File: config.mk
export PLATFORM = sky130hd
export DESIGN_NAME = remote_comm_flat
export DESIGN_NICKNAME = d
export VERILOG_FILES = /design/src/rtl/remote_comm_pkg.sv /design/src/rtl/remote_comm_if.sv /design/src/rtl/remote_uart.sv /design/src/rtl/remote_comm.sv /design/src/flat_wrapper.sv
export SDC_FILE = /design/constraint.sdc
export NUM_CORES = 1
export LEC_CHECK = 0
export ABC_AREA = 1
export ABC_CLOCK_PERIOD_IN_PS = 1600
export BUFFER_PORTS_ARGS = -buffer_cell sky130_fd_sc_hd__buf_2
export CAP_MARGIN = 20
export CORE_ASPECT_RATIO = 0.5
export CORE_UTILIZATION = 53
export DETAILED_ROUTE_END_ITERATION = 10
export PLACE_DENSITY = 0.75
export SETUP_SLACK_MARGIN = 0.02
export SLEW_MARGIN = 20
export SYNTH_ARGS = -nofsm -noshare
export SYNTH_HDL_FRONTEND = slang
export SYNTH_SLANG_ARGS = --single-unit
File: constraint.sdc
create_clock -name clk -period 1.6 [get_ports clk]
set_input_delay 0.16 -clock clk [delete_from_list [all_inputs] [get_ports clk]]
set_output_delay 0.16 -clock clk [all_outputs]
set_load 0.005 [all_outputs]
File: src/rtl/remote_comm_pkg.sv
// remote_comm_pkg -- shared constants and state types for the robot link.
//   BAUD_DIV_DEF : default clocks per UART bit (50 MHz / 19200 baud)
//   ACK_POS      : byte value the robot returns as a positive acknowledge
//   tx_state_t   : command sequencer states (idle, high byte, low byte)
//   rx_state_t   : UART receiver states
package remote_comm_pkg;

   localparam int         BAUD_DIV_DEF = 2604;
   localparam logic [7:0] ACK_POS      = 8'hA5;

   typedef enum logic [1:0] {
      TX_IDLE    = 2'd0,
      TX_SEND_HI = 2'd1,
      TX_SEND_LO = 2'd2
   } tx_state_t;

   typedef enum logic [1:0] {
      RX_IDLE  = 2'd0,
      RX_START = 2'd1,
      RX_DATA  = 2'd2,
      RX_STOP  = 2'd3
   } rx_state_t;

endpackage

File: src/rtl/remote_comm_if.sv
// remote_comm_if -- host-side command/response bus of remote_comm.
//   cmd      : 16-bit command word (high byte sent first)
//   snd_cmd  : one-cycle request to send cmd
//   cmd_snt  : both command bytes have left the wire
//   resp_rdy : a response byte has been received
//   resp     : last received response byte
// master = host driving commands, slave = remote_comm.
interface remote_comm_if;
   logic [15:0] cmd;
   logic        snd_cmd;
   logic        cmd_snt;
   logic        resp_rdy;
   logic [7:0]  resp;

   modport master (output cmd, output snd_cmd,
                   input  cmd_snt, input resp_rdy, input resp);
   modport slave  (input  cmd, input snd_cmd,
                   output cmd_snt, output resp_rdy, output resp);
endinterface

File: src/rtl/remote_uart.sv
// remote_uart -- 8N1 UART serial datapath, independent TX and RX halves.
//   clk, rst  : system clock, synchronous active-high reset
//   tx_start  : load tx_byte and begin a frame (takes priority over frame end)
//   tx_byte   : byte to frame
//   tx_done   : high the cycle the stop bit completes
//   tx        : serial out, idles high
//   rx        : asynchronous serial in
//   rx_done   : one-cycle strobe at the stop-bit sample point
//   rx_byte   : assembled byte, valid with rx_done
module remote_uart
   import remote_comm_pkg::*;
#(
   parameter int BAUD_DIV = BAUD_DIV_DEF
) (
   input  logic       clk,
   input  logic       rst,
   input  logic       tx_start,
   input  logic [7:0] tx_byte,
   output logic       tx_done,
   output logic       tx,
   input  logic       rx,
   output logic       rx_done,
   output logic [7:0] rx_byte
);

   localparam int                CNT_W     = $clog2(BAUD_DIV + 1);
   localparam logic [CNT_W-1:0]  BIT_LAST  = CNT_W'(BAUD_DIV - 1);
   localparam logic [CNT_W-1:0]  HALF_LAST = CNT_W'(BAUD_DIV / 2 - 1);

   // transmit shifter: {stop, data[7:0], start}, shifted out LSB first
   logic             tx_busy_q, tx_busy_d;
   logic [9:0]       tx_sh_q,   tx_sh_d;
   logic [CNT_W-1:0] tx_cnt_q,  tx_cnt_d;
   logic [3:0]       tx_bit_q,  tx_bit_d;

   always_comb begin
      tx_busy_d = tx_busy_q;
      tx_sh_d   = tx_sh_q;
      tx_cnt_d  = tx_cnt_q;
      tx_bit_d  = tx_bit_q;
      tx_done   = 1'b0;
      if (tx_busy_q) begin
         if (tx_cnt_q == BIT_LAST) begin
            tx_cnt_d = '0;
            if (tx_bit_q == 4'd9) begin
               tx_done   = 1'b1;
               tx_busy_d = 1'b0;
               tx_bit_d  = '0;
            end else begin
               tx_sh_d  = {1'b1, tx_sh_q[9:1]};
               tx_bit_d = tx_bit_q + 4'd1;
            end
         end else begin
            tx_cnt_d = tx_cnt_q + CNT_W'(1);
         end
      end
      // a new frame may start on the very cycle the previous one ends
      if (tx_start) begin
         tx_busy_d = 1'b1;
         tx_sh_d   = {1'b1, tx_byte, 1'b0};
         tx_cnt_d  = '0;
         tx_bit_d  = '0;
      end
   end

   always_ff @(posedge clk) begin
      if (rst) begin
         tx_busy_q <= 1'b0;
         tx_sh_q   <= '1;
         tx_cnt_q  <= '0;
         tx_bit_q  <= '0;
      end else begin
         tx_busy_q <= tx_busy_d;
         tx_sh_q   <= tx_sh_d;
         tx_cnt_q  <= tx_cnt_d;
         tx_bit_q  <= tx_bit_d;
      end
   end

   assign tx = tx_busy_q ? tx_sh_q[0] : 1'b1;

   // receive: two-flop synchronizer plus one more flop for edge detection
   logic             rx_s1_q, rx_s1_d, rx_s2_q, rx_s2_d, rx_prev_q, rx_prev_d;
   rx_state_t        rx_state_q, rx_state_d;
   logic [CNT_W-1:0] rx_cnt_q, rx_cnt_d;
   logic [2:0]       rx_bit_q, rx_bit_d;
   logic [7:0]       rx_sh_q,  rx_sh_d;

   always_comb begin
      rx_s1_d    = rx;
      rx_s2_d    = rx_s1_q;
      rx_prev_d  = rx_s2_q;
      rx_state_d = rx_state_q;
      rx_cnt_d   = rx_cnt_q;
      rx_bit_d   = rx_bit_q;
      rx_sh_d    = rx_sh_q;
      rx_done    = 1'b0;
      case (rx_state_q)
         RX_IDLE: begin
            if (rx_prev_q && !rx_s2_q) begin
               rx_state_d = RX_START;
               rx_cnt_d   = '0;
            end
         end
         RX_START: begin
            // half a bit in: a line back high means a glitch, not a start bit
            if (rx_cnt_q == HALF_LAST) begin
               rx_cnt_d   = '0;
               rx_bit_d   = '0;
               rx_state_d = rx_s2_q ? RX_IDLE : RX_DATA;
            end else begin
               rx_cnt_d = rx_cnt_q + CNT_W'(1);
            end
         end
         RX_DATA: begin
            if (rx_cnt_q == BIT_LAST) begin
               rx_cnt_d = '0;
               rx_sh_d  = {rx_s2_q, rx_sh_q[7:1]};
               if (rx_bit_q == 3'd7) begin
                  rx_state_d = RX_STOP;
               end else begin
                  rx_bit_d = rx_bit_q + 3'd1;
               end
            end else begin
               rx_cnt_d = rx_cnt_q + CNT_W'(1);
            end
         end
         RX_STOP: begin
            // the byte is delivered whatever the stop bit's value
            if (rx_cnt_q == BIT_LAST) begin
               rx_cnt_d   = '0;
               rx_bit_d   = '0;
               rx_done    = 1'b1;
               rx_state_d = RX_IDLE;
            end else begin
               rx_cnt_d = rx_cnt_q + CNT_W'(1);
            end
         end
         default: rx_state_d = RX_IDLE;
      endcase
   end

   always_ff @(posedge clk) begin
      if (rst) begin
         rx_s1_q    <= 1'b1;
         rx_s2_q    <= 1'b1;
         rx_prev_q  <= 1'b1;
         rx_state_q <= RX_IDLE;
         rx_cnt_q   <= '0;
         rx_bit_q   <= '0;
         rx_sh_q    <= '0;
      end else begin
         rx_s1_q    <= rx_s1_d;
         rx_s2_q    <= rx_s2_d;
         rx_prev_q  <= rx_prev_d;
         rx_state_q <= rx_state_d;
         rx_cnt_q   <= rx_cnt_d;
         rx_bit_q   <= rx_bit_d;
         rx_sh_q    <= rx_sh_d;
      end
   end

   assign rx_byte = rx_sh_q;

endmodule

File: src/rtl/remote_comm.sv
// remote_comm -- sends 16-bit commands to the robot as two UART bytes
// (high byte first) and reports each byte the robot sends back.
//   clk, rst : system clock, synchronous active-high reset
//   bus      : remote_comm_if.slave (cmd, snd_cmd, cmd_snt, resp_rdy, resp)
//   TX       : UART serial out to the robot
//   RX       : UART serial in from the robot
// Build option: REMOTE_COMM_RESP_HOLD_EN -- when defined, resp_rdy stays high
// until the next accepted snd_cmd; otherwise it is a one-cycle pulse.
module remote_comm
   import remote_comm_pkg::*;
#(
   parameter int BAUD_DIV = BAUD_DIV_DEF
) (
   input  logic         clk,
   input  logic         rst,
   remote_comm_if.slave bus,
   output logic         TX,
   input  logic         RX
);

   tx_state_t   state_q, state_d;
   logic [15:0] cmd_q, cmd_d;
   logic        cmd_snt_q, cmd_snt_d;
   logic [7:0]  resp_q, resp_d;
   logic        resp_rdy_q, resp_rdy_d;

   logic       tx_start, tx_done, rx_done;
   logic [7:0] tx_byte, rx_byte;

   remote_uart #(.BAUD_DIV(BAUD_DIV)) u_uart (
      .clk      (clk),
      .rst      (rst),
      .tx_start (tx_start),
      .tx_byte  (tx_byte),
      .tx_done  (tx_done),
      .tx       (TX),
      .rx       (RX),
      .rx_done  (rx_done),
      .rx_byte  (rx_byte)
   );

   always_comb begin
      state_d   = state_q;
      cmd_d     = cmd_q;
      cmd_snt_d = cmd_snt_q;
      tx_start  = 1'b0;
      tx_byte   = cmd_q[15:8];
      case (state_q)
         TX_IDLE: begin
            // the high frame starts straight from the bus so no cycle is lost
            if (bus.snd_cmd) begin
               cmd_d     = bus.cmd;
               cmd_snt_d = 1'b0;
               tx_start  = 1'b1;
               tx_byte   = bus.cmd[15:8];
               state_d   = TX_SEND_HI;
            end
         end
         TX_SEND_HI: begin
            if (tx_done) begin
               tx_start = 1'b1;
               tx_byte  = cmd_q[7:0];
               state_d  = TX_SEND_LO;
            end
         end
         TX_SEND_LO: begin
            if (tx_done) begin
               cmd_snt_d = 1'b1;
               state_d   = TX_IDLE;
            end
         end
         default: state_d = TX_IDLE;
      endcase
   end

   always_comb begin
      resp_d = resp_q;
      if (rx_done) begin
         resp_d = rx_byte;
      end
`ifdef REMOTE_COMM_RESP_HOLD_EN
      resp_rdy_d = resp_rdy_q;
      if (state_q == TX_IDLE && bus.snd_cmd) begin
         resp_rdy_d = 1'b0;
      end
      if (rx_done) begin
         resp_rdy_d = 1'b1;
      end
`else
      resp_rdy_d = rx_done;
`endif
   end

   always_ff @(posedge clk) begin
      if (rst) begin
         state_q    <= TX_IDLE;
         cmd_q      <= '0;
         cmd_snt_q  <= 1'b0;
         resp_q     <= '0;
         resp_rdy_q <= 1'b0;
      end else begin
         state_q    <= state_d;
         cmd_q      <= cmd_d;
         cmd_snt_q  <= cmd_snt_d;
         resp_q     <= resp_d;
         resp_rdy_q <= resp_rdy_d;
      end
   end

   assign bus.cmd_snt  = cmd_snt_q;
   assign bus.resp     = resp_q;
   assign bus.resp_rdy = resp_rdy_q;

endmodule

File: src/flat_wrapper.sv
// flat-port wrapper written by rule: the top's interface ports become plain ports
module remote_comm_flat import remote_comm_pkg::*;
#(
   parameter int BAUD_DIV = BAUD_DIV_DEF
)
  (clk, rst, TX, RX, bus_cmd, bus_snd_cmd, bus_cmd_snt, bus_resp_rdy, bus_resp);
  remote_comm_if bus_i ();
  input  logic clk;
  input  logic rst;
  output logic TX;
  input  logic RX;
  input wire logic [$bits(bus_i.cmd)-1:0] bus_cmd;
  input wire logic [$bits(bus_i.snd_cmd)-1:0] bus_snd_cmd;
  output wire logic [$bits(bus_i.cmd_snt)-1:0] bus_cmd_snt;
  output wire logic [$bits(bus_i.resp_rdy)-1:0] bus_resp_rdy;
  output wire logic [$bits(bus_i.resp)-1:0] bus_resp;
  assign bus_i.cmd = bus_cmd;
  assign bus_i.snd_cmd = bus_snd_cmd;
  assign bus_cmd_snt = bus_i.cmd_snt;
  assign bus_resp_rdy = bus_i.resp_rdy;
  assign bus_resp = bus_i.resp;
  remote_comm #(.BAUD_DIV(BAUD_DIV)) u_core (.clk(clk), .rst(rst), .bus(bus_i), .TX(TX), .RX(RX));
endmodule
## Word-level counts from Yosys, hierarchy flattened

Cells that the tools add are included.

| cells by class | value |
|---|---|
| reductions and logical operators | 18 |
| muxes and demuxes | 45 |
| $add $sub $neg | 4 |
| eq/ne operators | 20 |

Operators by type and width:

| operator | count |
|---|---|
| 12-bit two-way mux | 4 |
| 9-bit two-way mux | 4 |
| 12-bit one-hot mux with 3 select lines | 1 |
| 12-bit by 1-bit adder with 12-bit output, second input constant | 2 |
| 12-bit equality test, second input constant | 2 |
| 2-bit two-way mux | 9 |
| 8-bit two-way mux | 2 |
| 8-bit one-hot mux with 2 select lines | 1 |
| 1-bit two-way mux | 14 |
| 2-bit != test, second input constant | 7 |
| 12-bit by 11-bit equality test with 1-bit output, second input constant | 1 |
| 3-bit two-way mux | 4 |
| 5-bit AND reduction | 2 |
| 3-bit one-hot mux with 3 select lines | 1 |
| 3-bit AND reduction | 3 |
| 2-bit one-hot mux with 4 select lines | 1 |
| 2-bit equality test, second input constant | 3 |
| 2-bit by 1-bit != test with 1-bit output, second input constant | 3 |
| 2-bit one-hot mux with 3 select lines | 1 |
| 2-bit AND reduction | 3 |
| 2-bit nonzero test | 3 |
| 4-bit by 1-bit adder with 4-bit output, second input constant | 1 |
| 2-bit by 1-bit equality test with 1-bit output, second input constant | 2 |
| 4-bit equality test, second input constant | 1 |
| 9 further kinds | 12 |

| storage, ports and cells | value |
|---|---|
| bits in registers | 82 |
| input port bits | 20 |

## Logic depth before layout (Yosys ltp)

Gate-level depths: netlist (run 1).

| depth | value |
|---|---|
| depth in word-level cells | 8 |
| mapped depth | 11 |

## Hierarchy

From an unflattened synthesis (run 1), not the netlist that was laid out.

| second synthesis, totals | value |
|---|---|
| cells, all modules | 620 |
| area, all modules | 4,182.8 µm² |

Modules (own cells, without submodules):

| module | area each (µm²) | cells each | instances |
|---|---|---|---|
| remote_uart | 2,791.4 | 403 | 1 |
| remote_comm | 1,391.3 | 217 | 1 |

## Worst setup path before layout (run 1)

Ideal clock, no wire load.

| path | value |
|---|---|
| path type | flip-flop to flip-flop |
| from | reg u_core.u_uart.tx_cnt_q[0] |
| to | reg u_core.u_uart.tx_cnt_q[0] |
| data required time | 1,481 ps |
| library setup time | 119 ps |
| stages on the path, launching flop included | 12 |
| buffers on the path | 1 |
| setup slack | 56 ps |
| arrival time | 1,425 ps |
| path through | dfxtp_1 > ha_1 > inv_1 > nor2_4 > nand2_2 > nor2_4 > nand4_4 > nand2_4 > inv_4 > nand2_4 > buf_8 > nor2_2 |

| between the ends | value |
|---|---|
| cells in the longest elaborated chain, start to end | 6 |

Ends and longest elaborated chain:

| element | line | source |
|---|---|---|
| start, declared | remote_uart.sv:33 | `logic [CNT_W-1:0] tx_cnt_q, tx_cnt_d;` |
| start signal, assigned | remote_uart.sv:75 | `tx_cnt_q <= tx_cnt_d;` |
| 12-bit equality test | remote_uart.sv:43 | `if (tx_cnt_q == BIT_LAST) begin` |
| 1-bit two-way mux | remote_uart.sv:43 |  |
| 1-bit two-way mux | remote_uart.sv:42 | `if (tx_busy_q) begin` |
| 1-bit two-way mux | remote_comm.sv:60 | `if (tx_done) begin` |
| 1-bit one-hot mux with 2 select lines | remote_comm.sv:48 | `case (state_q)` |
| 2-bit OR reduction (no line) | - |  |

Parallel ways exist; a longest one is shown, timed or not.
A chain may end at the register's enable or synchronous reset.

## Worst setup path after layout (run 1)

| path | value |
|---|---|
| from | reg u_core.u_uart.rx_cnt_q[1] |
| to | reg u_core.u_uart.rx_state_q[0] |

| between the ends | value |
|---|---|
| cells in the longest elaborated chain, start to end | 3 |

Ends and longest elaborated chain:

| element | line | source |
|---|---|---|
| start, declared | remote_uart.sv:85 | `logic [CNT_W-1:0] rx_cnt_q, rx_cnt_d;` |
| start signal, assigned | remote_uart.sv:157 | `rx_cnt_q <= rx_cnt_d;` |
| 12-bit equality test / 12-bit by 11-bit equality test with 1-bit output (equally long branches) | remote_uart.sv:116, remote_uart.sv:130, remote_uart.sv:107 |  |
| 2-bit != test (no line) | - |  |
| 5-bit AND reduction (no line) * | - |  |
| end signal, assigned | remote_uart.sv:156 | `rx_state_q <= rx_state_d;` |
| end, declared | remote_uart.sv:84 | `rx_state_t rx_state_q, rx_state_d;` |

Mark *: on every way between the ends. The rest lies on a longest branch, timed or not.

==> impl_results.md, run 1 <==
* Status: finished, final reports clean
* CTS max path bufs at 2
* Vias in the first global route at 3,192
* Total Wirelength at 8.71 mm
* CP Buf/Inv Count at 3
* CTS tree: done
* MaxCap Viol Count at 0
* Placement Rows at 20
* Fillers at 497
* Routability Congestion at 0.888
* GRT Total Usage at 0.248
* Worst path most repeated cell: buf_4
* Cell variety after synth at 39
* Synth top area share at 0.410
* I/O Buffers at 30
* Area contributors post-synth: dfxtp_1 (41%), nand2_1 (9.0%), nand4_1 (6.3%), inv_1 (5.8%), nor2_1 (5.3%)
* Share of layout cells above drive strength 1 at 0.288
* Power per cell area at 1030 mW/mm2
* Clock sink count at 75
* Least-Margin Pin Slew at 341 ps
* Die Span X at 120 um
* Slowest cell delay on critical path at 330 ps
* R2r setup slk at 40 ps
* Final Slew Violations at 0
* Leak Pwr at 1.90 nW
* WL/cell at 13.2 um
* Syn_nets at 525
* Core region area at 0.00636 mm2
* Placement Setup Slack at -64.4 ps
* Initial antenna violation count at 0
* Num CTS Buffers at 9
* Die Height at 60.8 um
* Vias per cell at 5.14
* Syn Inst Count at 500
* Final ANT Viol Nets at 0
* Initial Util at 0.576
* Relative slew slack at 0.771
* CTS root buffer: clkbuf_16
* Max Clock Freq at 643 MHz
* Global-route wire length before repair at 13.9 mm
* Number of top-level pins at 31
* Sequential-to-total area share from yosys stat at 0.410
* Final period util at 0.972
* H-Tree Depth at 3
* # nets final at 591
* Final min period at 1560 ps
* Register area at 0.00151 mm2
* Iteration-0 DRC count of the detailed router at 202
* R2r startpoint: u_core.u_uart.rx_cnt_q[1]$_SDFFE_PP0P_
* DRT Pass-1 Iters at 4
* Crit path cell chain: buf_4, ha_4, inv_2, nor3_4, nand3b_4, nand3_4, buf_4, o211ai_2, a21oi_1
* Aggregate global routing overflow at 0
* Setup_tns at 0 ps
* Clock Latency Late Sink at 340 ps
* Clock-pin slew on the worst setup and hold paths at 60 ps
* Routed vias at 3,382
* Worst path arrival time at 1830 ps
* RSZ-0062 raised after global routing: true
* Mapped Area at 0.00366 mm2
* Slowest CP cell: dfxtp_2
* Largest net degree at the start of global routing at 38
* Worst Setup SP: u_core.u_uart.rx_cnt_q[1]$_SDFFE_PP0P_
* Area of the multi-input gates at 0.00195 mm2
* Synthesized area per cell at 7.33 um2
* Depth of the worst hold-timing path at 3
* Final setup vio count at 0
* Startpoint types: register
* Crit path kind: register to register
* Hold path startpoint: bus_cmd[6]
* Area delta synth->final at 26.9%
* Cell family with the largest share of critical-path delay: simple AND/OR/NAND/NOR gates
* Yosys warning count at 0
* N_diodes at 0
* Clock Skew at 5.74 ps
* Hold Crit Class: input pin to register
* DPL Wire Length at 5.54 mm
* Setup crit end kind: register
* FF-to-FF End: u_core.u_uart.rx_state_q[0]$_SDFFE_PP0P_
* Critical Path RT at 1870 ps
* DRC at 0
* Register-to-Register Path Depth at 9
* Final worst setup slack at 44.3 ps
* Cell taking the most area after synthesis: dfxtp_1
* Total die area at 0.00727 mm2
* Flops & latches, synth at 75
* Final hold viol count at 0
* VDD IR-drop max at 0.000544 V
* Crit-path max FO at 8
* Worst hold endpoint: u_core.cmd_q[6]$_SDFFE_PP0P_
* Overall power at 0.00479 W
## tightest hold or removal path, cell delays in order
cell and delay (ps):
buf_2 70, o21ai_0 70, nor2_1 80
## registers in the layout (all words and copies together) (netlist names), named ones only
name	cells
u_core.u_uart.rx_cnt_q	12
u_core.u_uart.tx_cnt_q	12
u_core.cmd_q	9
u_core.u_uart.tx_sh_q	9
u_core.bus.resp	8
u_core.u_uart.rx_byte	8
u_core.u_uart.tx_bit_q	4
u_core.u_uart.rx_bit_q	3
u_core.state_q	2
u_core.bus.cmd_snt	1
u_core.bus.resp_rdy	1
u_core.u_uart.rx_prev_d	1
u_core.u_uart.rx_prev_q	1
u_core.u_uart.rx_s1_q	1
u_core.u_uart.rx_state_q	1
u_core.u_uart.tx_busy_q	1
## metal layers
layer / wire length (um) / vias up / track usage / part of all wire
met3: 335 / 11 / 0.0893 / 0.038
met5: 0 / - / 0 / 0
li1: - / 1779 / - / -
met2: 4300 / 45 / 0.457 / 0.49
met1: 3980 / 1547 / 0.279 / 0.46
met4: 89 / 0 / 0.0696 / 0.010
## placed cells by master, fill, tap and decap left out, types with 10 or more instances in the layout
cell        n
nand2_1    84
dfxtp_1    68
inv_1      51
nor2_1     47
nand4_1    37
buf_4      34
a21oi_1    31
o21ai_0    30
buf_2      30
nand3_1    19
nor2_2     13
inv_2      10
clkbuf_16  10
## stage by stage
stage	hold slack, ps	utilization	instances	cell area (um2)
3_5_place_dp	347	0.635	628	4040
2_1_floorplan	264	-	500	3660
3_3_place_gp	344	0.635	628	4040
4_1_cts	65.7	0.687	645	4370
5_1_grt	89.9	0.731	658	4650
6_report	73.0	0.731	658	4650
## synthesized netlist by cell type (all sizes together)
master	instances
o211ai	1
nor3	13
buf	10
inv	65
o21ai	42
nand2	92
nor2	65
dfxtp	75
clkbuf	9
nand3b	3
mux2	1
a21oi	37
nand4	39
o22ai	4
or2	2
ha	5
xnor2	1
a22oi	2
xor2	8
nor4	2
clkinv	1
nand3	23
## timing repair
action                                  in CTS  in global routing
gates cloned                                 0                  2
pin swaps                                    3                 16
setup buffers                                1                 11
resized for setup                            6                 56
hold endpoints to repair                     1                  0
hold buffers                                 1                  0
endpoints found under the setup margin      27                 60
## power breakdown
group / switching [W] / internal, W / leakage (nW)
combinational: 0.000513 / 0.000367 / 1.17
sequential: 0.0000900 / 0.00197 / 0.614
clock: 0.000797 / 0.00105 / 0.121
## cell families after synthesis
logic type	count (synthesis)	share of synthesized area
simple gates	239	0.320
compound gates	86	0.128
buf+inv	85	0.0997
flops	75	0.410
xor+xnor	9	0.0215
fa+ha+maj	5	0.0171
mux	1	0.00307
## worst max-delay path by stage
stage,cells after the start,endpoint
2_1_floorplan,11,u_core.u_uart.tx_cnt_q[0]$_SDFFE_PP0P_
3_3_place_gp,10,u_core.u_uart.rx_cnt_q[2]$_SDFFE_PP0P_
3_5_place_dp,10,u_core.u_uart.rx_cnt_q[2]$_SDFFE_PP0P_
4_1_cts,7,u_core.u_uart.rx_byte[7]$_SDFFE_PP0P_
5_1_grt,9,u_core.u_uart.rx_state_q[0]$_SDFFE_PP0P_
6_report,9,u_core.u_uart.rx_state_q[0]$_SDFFE_PP0P_
## layout make-up
class	count	share of cell area
clock buffers	10	0.0492
clock inverters	5	0.00861
inverters	66	0.0557
multi-input cells	340	0.420
flip-flops and latches	75	0.325
well taps	88	0.0237
repair buffers	73	0.116
repair inverters	1	0.00108
(Power assumes the default switching activity.)
==> run 2, diff against run 1 <==
ABC_AREA = unset   (was 1)
==> impl_results.md, run 2 <==
* Regs by FF count: u_core.u_uart.rx_cnt_q: 12 flops, u_core.u_uart.tx_cnt_q: 12 flops, u_core.u_uart.tx_sh_q: 9 flops
* Slowest CP cell: or4_4
* Hold path startpoint: RX
* Clock-pin slew on the worst setup and hold paths at 60 ps (about the same)
* Final Slew Violations at 0 (unchanged)
* Total Wirelength at 9.78 mm (+12%)
* Num CTS Buffers at 9 (unchanged)
* Final min period at 2160 ps (+602 ps)
* Final hold viol count at 0 (unchanged)
* Leak Pwr at 1.97 nW (+3.6%)
* GRT Total Usage at 0.292 (+0.0447)
* Clock Latency Late Sink at 340 ps (about the same)
* Global-route wire length before repair at 14.9 mm (+7.1%)
* Power per cell area at 956 mW/mm2 (-7.1%)
* DRC at 0 (unchanged)
* Mapped Area at 0.00339 mm2 (-7.3%)
* Synth Area in Adders at 0.0184 (+0.00135)
* R2r setup slk at -560 ps (-600 ps)
* MaxCap Viol Count at 0 (unchanged)
* FF-to-FF End: u_core.u_uart.rx_cnt_q[9]$_SDFFE_PP0P_
* Final period util at 1.35 (+0.376)
* Routability Congestion at 0.857 (-3.4%)
* VDD IR-drop max at 0.000914 V (+68%)
* Synth top area share at 0.436 (+0.0266)
* N_diodes at 0 (unchanged)
* Multiplexer area fraction after synthesis at 0.0387 (+0.0356)
* WL/cell at 16.8 um (+27%)
* Vias in the first global route at 3,203 (+0.34%)
* Final worst setup slack at -557 ps (-602 ps)
* Register-to-Register Path Depth at 7 (-2)
* Post-synth EDFFs at 0 (unchanged)
* Crit path kind: register to register
* Status: finished with violations
* CTS root buffer: clkbuf_16
* Post-Synth Simple-Gate Area at 0.297 (-0.0229)
* Crit path cell chain: or4b_4, or4_4, buf_12, buf_12, nand4b_4, buf_6, o311ai_4
* XOR/XNOR Fraction of Synth Area at 0.0335 (+0.0120)
* Flops & latches, synth at 74 (-1.3%)
* Failing checks: negative setup slack
* Crit-path max FO at 8 (unchanged)
* Most common cell after layout, fill and taps aside: dfxtp_1
* Compound-Gate Fraction of Synth Area at 0.132 (+0.00354)
* Aggregate global routing overflow at 0 (unchanged)
* RSZ-0062 raised after global routing: true
* Routed vias at 3,323 (-1.7%)
* Cell family with the largest share of critical-path delay: simple AND/OR/NAND/NOR gates
* Vias per cell at 5.70 (+11%)
* Synthesized area per cell at 8.57 um2 (+17%)
* Critical Path RT at 1800 ps (-70 ps)
* Area delta synth->final at 43.5%
* Final core occ at 0.794 (+0.0628)
* Max Clock Freq at 464 MHz (-28%)
* Final ANT Viol Nets at 0 (unchanged)
* Cell taking the most area after synthesis: dfxtp_1
* Final setup vio count at 62 (+62)
* Top-count cell post-synth: dfxtp_1
* R2r startpoint: u_core.u_uart.rx_cnt_q[9]$_SDFFE_PP0P_
* Placement Rows at 20 (unchanged)
* Initial antenna violation count at 0 (unchanged)
* Cell variety after synth at 52 (+33%)
* Hold Crit Class: input pin to register
* Syn Inst Count at 396 (-21%)
* Initial Util at 0.554 (-0.0227)
* DRT Pass-1 Iters at 5 (+1)
* Worst path arrival time at 2360 ps (+530 ps)
* H-Tree Depth at 3 (unchanged)
* Most frequent cells in the layout: dfxtp_1 (66), nand2_1 (54), buf_4 (54)
* Commonest cells in the netlist: dfxtp_1 (74), nand2_1 (64), nor2_1 (43)
* Overall power at 0.00466 W (-2.7%)
* Area contributors post-synth: dfxtp_1 (44%), nand2_1 (7.1%), nor2_1 (4.8%), a21oi_1 (4.4%), mux2i_1 (3.5%)
* Clock sink count at 74 (-1.3%)
* Slowest cell delay on critical path at 470 ps (+140 ps)
* Startpoint types: register
* # nets final at 516 (-13%)
* Setup_tns at -21,790 ps (-21,790 ps)
* Largest family of logic cells by synthesized area: simple AND/OR/NAND/NOR gates
* Sequential-to-total area share from yosys stat at 0.436 (+0.0266)
* CTS Hold Bufs at 0 (-1)
* Die Span X at 115 um (-3.7%)
* Number of top-level pins at 31 (unchanged)
* CTS tree: done
* Worst path most repeated cell: buf_12
* Core region area at 0.00613 mm2 (-3.5%)
* I/O Buffers at 30 (unchanged)
* Predominant post-synthesis flop cell: dfxtp_1
* Total die area at 0.00675 mm2 (-7.2%)
* Largest net degree at the start of global routing at 30 (-21%)
* Worst hold endpoint: u_core.u_uart.rx_s1_q$_SDFF_PP1_
* Clock Skew at 2.36 ps (-3.38 ps)
* Yosys warning count at 0 (unchanged)
* Iteration-0 DRC count of the detailed router at 225 (+11%)
* DPL Wire Length at 5.59 mm (+0.88%)
* Async SR Flop Fraction at 0 (unchanged)
* Syn_nets at 421 (-20%)
* Setup crit end kind: register
* CP Buf/Inv Count at 3 (unchanged)
* Least-Margin Pin Slew at 483 ps (+142 ps)
* Relative slew slack at 0.675 (-0.0968)
* Share of layout cells above drive strength 1 at 0.382 (+0.0941)
* Die Height at 58.6 um (-3.6%)
* CTS max path bufs at 2 (unchanged)
* Depth of the worst hold-timing path at 2 (-1)
## run 2: cell types whose count changed after synthesis, sizes merged, moves of 6 or more
cell    change
nor3        -7
nor2b       +6
mux2i      +12
nand3      -12
clkbuf      +7
inv        -58
nand4b      +6
nor2       -20
nand2      -28
a21oi       -6
a21o        +6
o21ai      -31
nand4      -33
## run 2: routing by layer
metal	GRT usage	routed length [um]
met4	0.0909	175
met5	0	0
met3	0.101	374
met2	0.536	5090
met1	0.325	4150
## run 2: how the worst max path moves through the flow
stage / startpoint / depth (start not counted) / slack, ps / end
2_1_floorplan: u_core.u_uart.rx_cnt_q[2]$_SDFFE_PP0P_ / 8 / -500 / u_core.u_uart.rx_cnt_q[4]$_SDFFE_PP0P_
3_3_place_gp: u_core.u_uart.rx_cnt_q[2]$_SDFFE_PP0P_ / 6 / -440 / u_core.u_uart.rx_cnt_q[11]$_SDFFE_PP0P_
3_5_place_dp: u_core.u_uart.rx_cnt_q[9]$_SDFFE_PP0P_ / 6 / -520 / u_core.u_uart.rx_bit_q[2]$_SDFFE_PP0P_
4_1_cts: u_core.u_uart.rx_cnt_q[2]$_SDFFE_PP0P_ / 6 / -510 / u_core.bus.resp[1]$_SDFFE_PP0P_
5_1_grt: u_core.u_uart.rx_cnt_q[1]$_SDFFE_PP0P_ / 8 / -600 / u_core.u_uart.rx_state_q[0]$_SDFFE_PP0P_
6_report: u_core.u_uart.rx_cnt_q[9]$_SDFFE_PP0P_ / 7 / -560 / u_core.u_uart.rx_cnt_q[9]$_SDFFE_PP0P_
## run 2: logic make-up after synthesis
group / Yosys count
compound gates: 69
simple gates: 191
fa+ha+maj: 5
flops: 74
mux: 13
xor+xnor: 13
buf+inv: 31
## run 2: what timing repair did
| action | 4_1_cts | 5_1_grt |
|---|---|---|
| pin swaps | 20 | 35 |
| cloned | 5 | 0 |
| setup buffers | 6 | 9 |
| setup endpoints to repair | 62 | 62 |
| gates resized for setup | 45 | 50 |
| hold endpoints to repair | 0 | 0 |
## run 2: where the power goes
part,switching (W),internal (W)
logic,0.000235,0.000197
clock network,0.000781,0.00151
registers,0.0000371,0.00189
total,0.00105,0.00360
## run 2: final cells by class
class	instances	area [um2]
Fill cell	385	1260
Clock inverter	5	104
Sequential cell	74	1490
Tap cell	88	110
Inverter	7	26.3
Clock buffer	10	229
Timing Repair Buffer	105	822
Multi-Input combinational cell	294	2080
## run 2: metrics by stage
stage,setup slack (ps),hold WS [ps],area (um2),cells
floorplan,-495,264,3450,396
global placement,-436,357,4050,551
detailed placement,-515,355,4050,551
CTS,-514,7.78,4610,576
global route,-597,6.25,4870,583
finish,-557,11.1,4870,583
==> run 3, diff against run 2 <==
ABC_CLOCK_PERIOD_IN_PS = 2100   (was 1600)
CORE_UTILIZATION = 55   (was 53)
clock period = 2.1 ns   (was 1.6 ns; I/O delays follow)
==> impl_results.md, run 3 (same netlist as run 2, synthesis figures left out) <==
* Final period util at 0.989 (-0.359)
* Placement Rows at 19 (-5.0%)
* Clock Latency Late Sink at 330 ps (about the same)
* Routability Congestion at 0.900 (+5.0%)
* Fillers at 411 (+6.8%)
* Fin Hold WS at 64.4 ps (+53.3 ps)
* GR Layer Usage met1 at 0.298 (-0.0272)
* CTS tree: done
* VDD IR-drop max at 0.000611 V (-33%)
* Most common cell after layout, fill and taps aside: dfxtp_1
* GR met3 Demand/Resource at 0.0723 (-0.0287)
* DRC at 0 (unchanged)
* Final min period at 2080 ps (-80.5 ps)
* Num CTS Buffers at 9 (unchanged)
* GRT Total Usage at 0.262 (-0.0300)
* Die Height at 57.6 um (-1.8%)
* Relative slew slack at 0.697 (+0.0228)
* Overall power at 0.00349 W (-25%)
* RSZ-0062 raised after global routing: true
* Vias per cell at 5.71 (+0.12%)
* Register area at 0.00149 mm2 (-0.50%)
* Final setup vio count at 0 (-100%)
* Routed vias at 2,956 (-11%)
* Largest net degree at the start of global routing at 43 (+43%)
* Final ANT Viol Nets at 0 (unchanged)
* Area of the multi-input gates at 0.00183 mm2 (-12%)
* Initial antenna violation count at 0 (unchanged)
* H-Tree Depth at 3 (unchanged)
* Most frequent cells in the layout: dfxtp_1 (72), nand2_1 (64), nor2_1 (41)
* Vias in the first global route at 2,875 (-10%)
* DPL Wire Length at 5.17 mm (-7.6%)
* Aggregate global routing overflow at 0 (unchanged)
* Post-Layout Cell Count at 518 (-11%)
* DRT Pass-1 Iters at 4 (-1)
* Hold Crit Class: input pin to register
* # nets final at 465 (-9.9%)
* Total die area at 0.00651 mm2 (-3.5%)
* I/O Buffers at 30 (unchanged)
* Busiest layer in global routing: met2
* Initial Util at 0.595 (+0.0413)
* Least-Margin Pin Slew at 453 ps (-30.0 ps)
* Clock-pin slew on the worst setup and hold paths at 60 ps (about the same)
* Setup crit end kind: register
* Worst path arrival time at 2280 ps (-80 ps)
* Final hold viol count at 0 (unchanged)
* Share of layout cells above drive strength 1 at 0.211 (-0.171)
* CTS Hold Bufs at 0 (unchanged)
* Startpoint types: register
* Register-to-Register Path Depth at 6 (-1)
* Leak Pwr at 1.64 nW (-17%)
* Iteration-0 DRC count of the detailed router at 168 (-25%)
* N_diodes at 0 (unchanged)
* Power per cell area at 841 mW/mm2 (-12%)
* Area delta synth->final at 22.0%
* CTS root buffer: clkbuf_16
* Clock Skew at 5.07 ps (+2.71 ps)
* Number of top-level pins at 31 (unchanged)
* Clock sink count at 74 (unchanged)
* Crit path kind: register to register
* Regs by FF count: u_core.u_uart.rx_cnt_q: 12 flops, u_core.u_uart.tx_cnt_q: 12 flops, u_core.u_uart.tx_sh_q: 9 flops
* Max Clock Freq at 482 MHz (+3.9%)
* Setup_tns at 0 ps (+21,790 ps)
* Post-Place Cells at 499 (-9.4%)
* Critical Path RT at 2310 ps (+510 ps)
* Final Slew Violations at 0 (unchanged)
* Depth of the worst hold-timing path at 2 (unchanged)
* Status: finished, final reports clean
* Core region area at 0.00571 mm2 (-6.9%)
* CTS max path bufs at 2 (unchanged)
* M2 GR Usage at 0.479 (-0.0567)
* Die Span X at 113 um (-1.8%)
* Total Wirelength at 7.84 mm (-20%)
* Global-route wire length before repair at 13.1 mm (-12%)
* MaxCap Viol Count at 0 (unchanged)
* WL/cell at 15.1 um (-9.8%)
* Crit-path max FO at 10 (+2)
-- run 3: changes by cell type in the layout (fill, tap and decap cells not counted), sizes merged --
cell / before / now
clkinvlp: 0 / 1
clkbuf: 10 / 12
or3: 6 / 5
clkinv: 2 / 0
buf: 105 / 55
-- run 3: path summary, 6_finish.rpt --
| kind | slack [ps] | start | endpoint |
|---|---|---|---|
| max | 20 | u_core.u_uart.rx_cnt_q[9]$_SDFFE_PP0P_ | u_core.u_uart.rx_bit_q[0]$_SDFFE_PP0P_ |
| min | 60 | RX | u_core.u_uart.rx_s1_q$_SDFF_PP1_ |
| max reg2reg | 20 | u_core.u_uart.rx_cnt_q[9]$_SDFFE_PP0P_ | u_core.u_uart.rx_bit_q[0]$_SDFFE_PP0P_ |
| min reg2reg | 420 | u_core.u_uart.rx_s1_q$_SDFF_PP1_ | u_core.u_uart.rx_prev_d$_SDFF_PP1_ |
-- run 3: area by class of cell --
type                       instances  share of cell area
timing repair buffer              55              0.0855
clock inverter                     4              0.0236
inverter                           7             0.00634
tap                               73              0.0220
clock buffer                      12              0.0619
multi-input combinational        293               0.442
sequential                        74               0.359
-- run 3: through the flow --
step | worst slack, ps | area, um2 | util
after floorplan | 4.73 | 3400 | -
after global placement | 46.5 | 3700 | 0.649
after detailed placement | -50.3 | 3700 | 0.649
after CTS | 1.68 | 4100 | 0.718
after global routing | -37.9 | 4140 | 0.726
final | 23.3 | 4140 | 0.726
-- run 3: where the power goes --
group	switching (W)	total (W)	internal [W]	leakage, nW
Sequential	0.0000350	0.00148	0.00144	0.602
Clock	0.000567	0.00179	0.00123	0.169
Combinational	0.000132	0.000217	0.0000844	0.866
Total	0.000734	0.00349	0.00275	1.64
-- run 3: critical path: stages, from the launching register on --
cell	delay, ps
dfxtp_1	380
or4b_1	460
or4_4	450
buf_12	180
a21oi_4	190
mux2i_1	240
nor2_1	60
-- run 3: timing repair --
item                                   CTS  global route
pin swaps                                2             6
setup buffers                            0             1
gates resized for setup                  6            11
setup endpoints to repair               15            29
cloned                                   1             1
endpoints found under the hold margin    0             0
-- run 3: per-layer routing --
metal,wire length (um),vias to the layer above
met5,0,-
met4,84,0
met3,236,10
met2,4020,49
met1,3500,1429
li1,-,1468
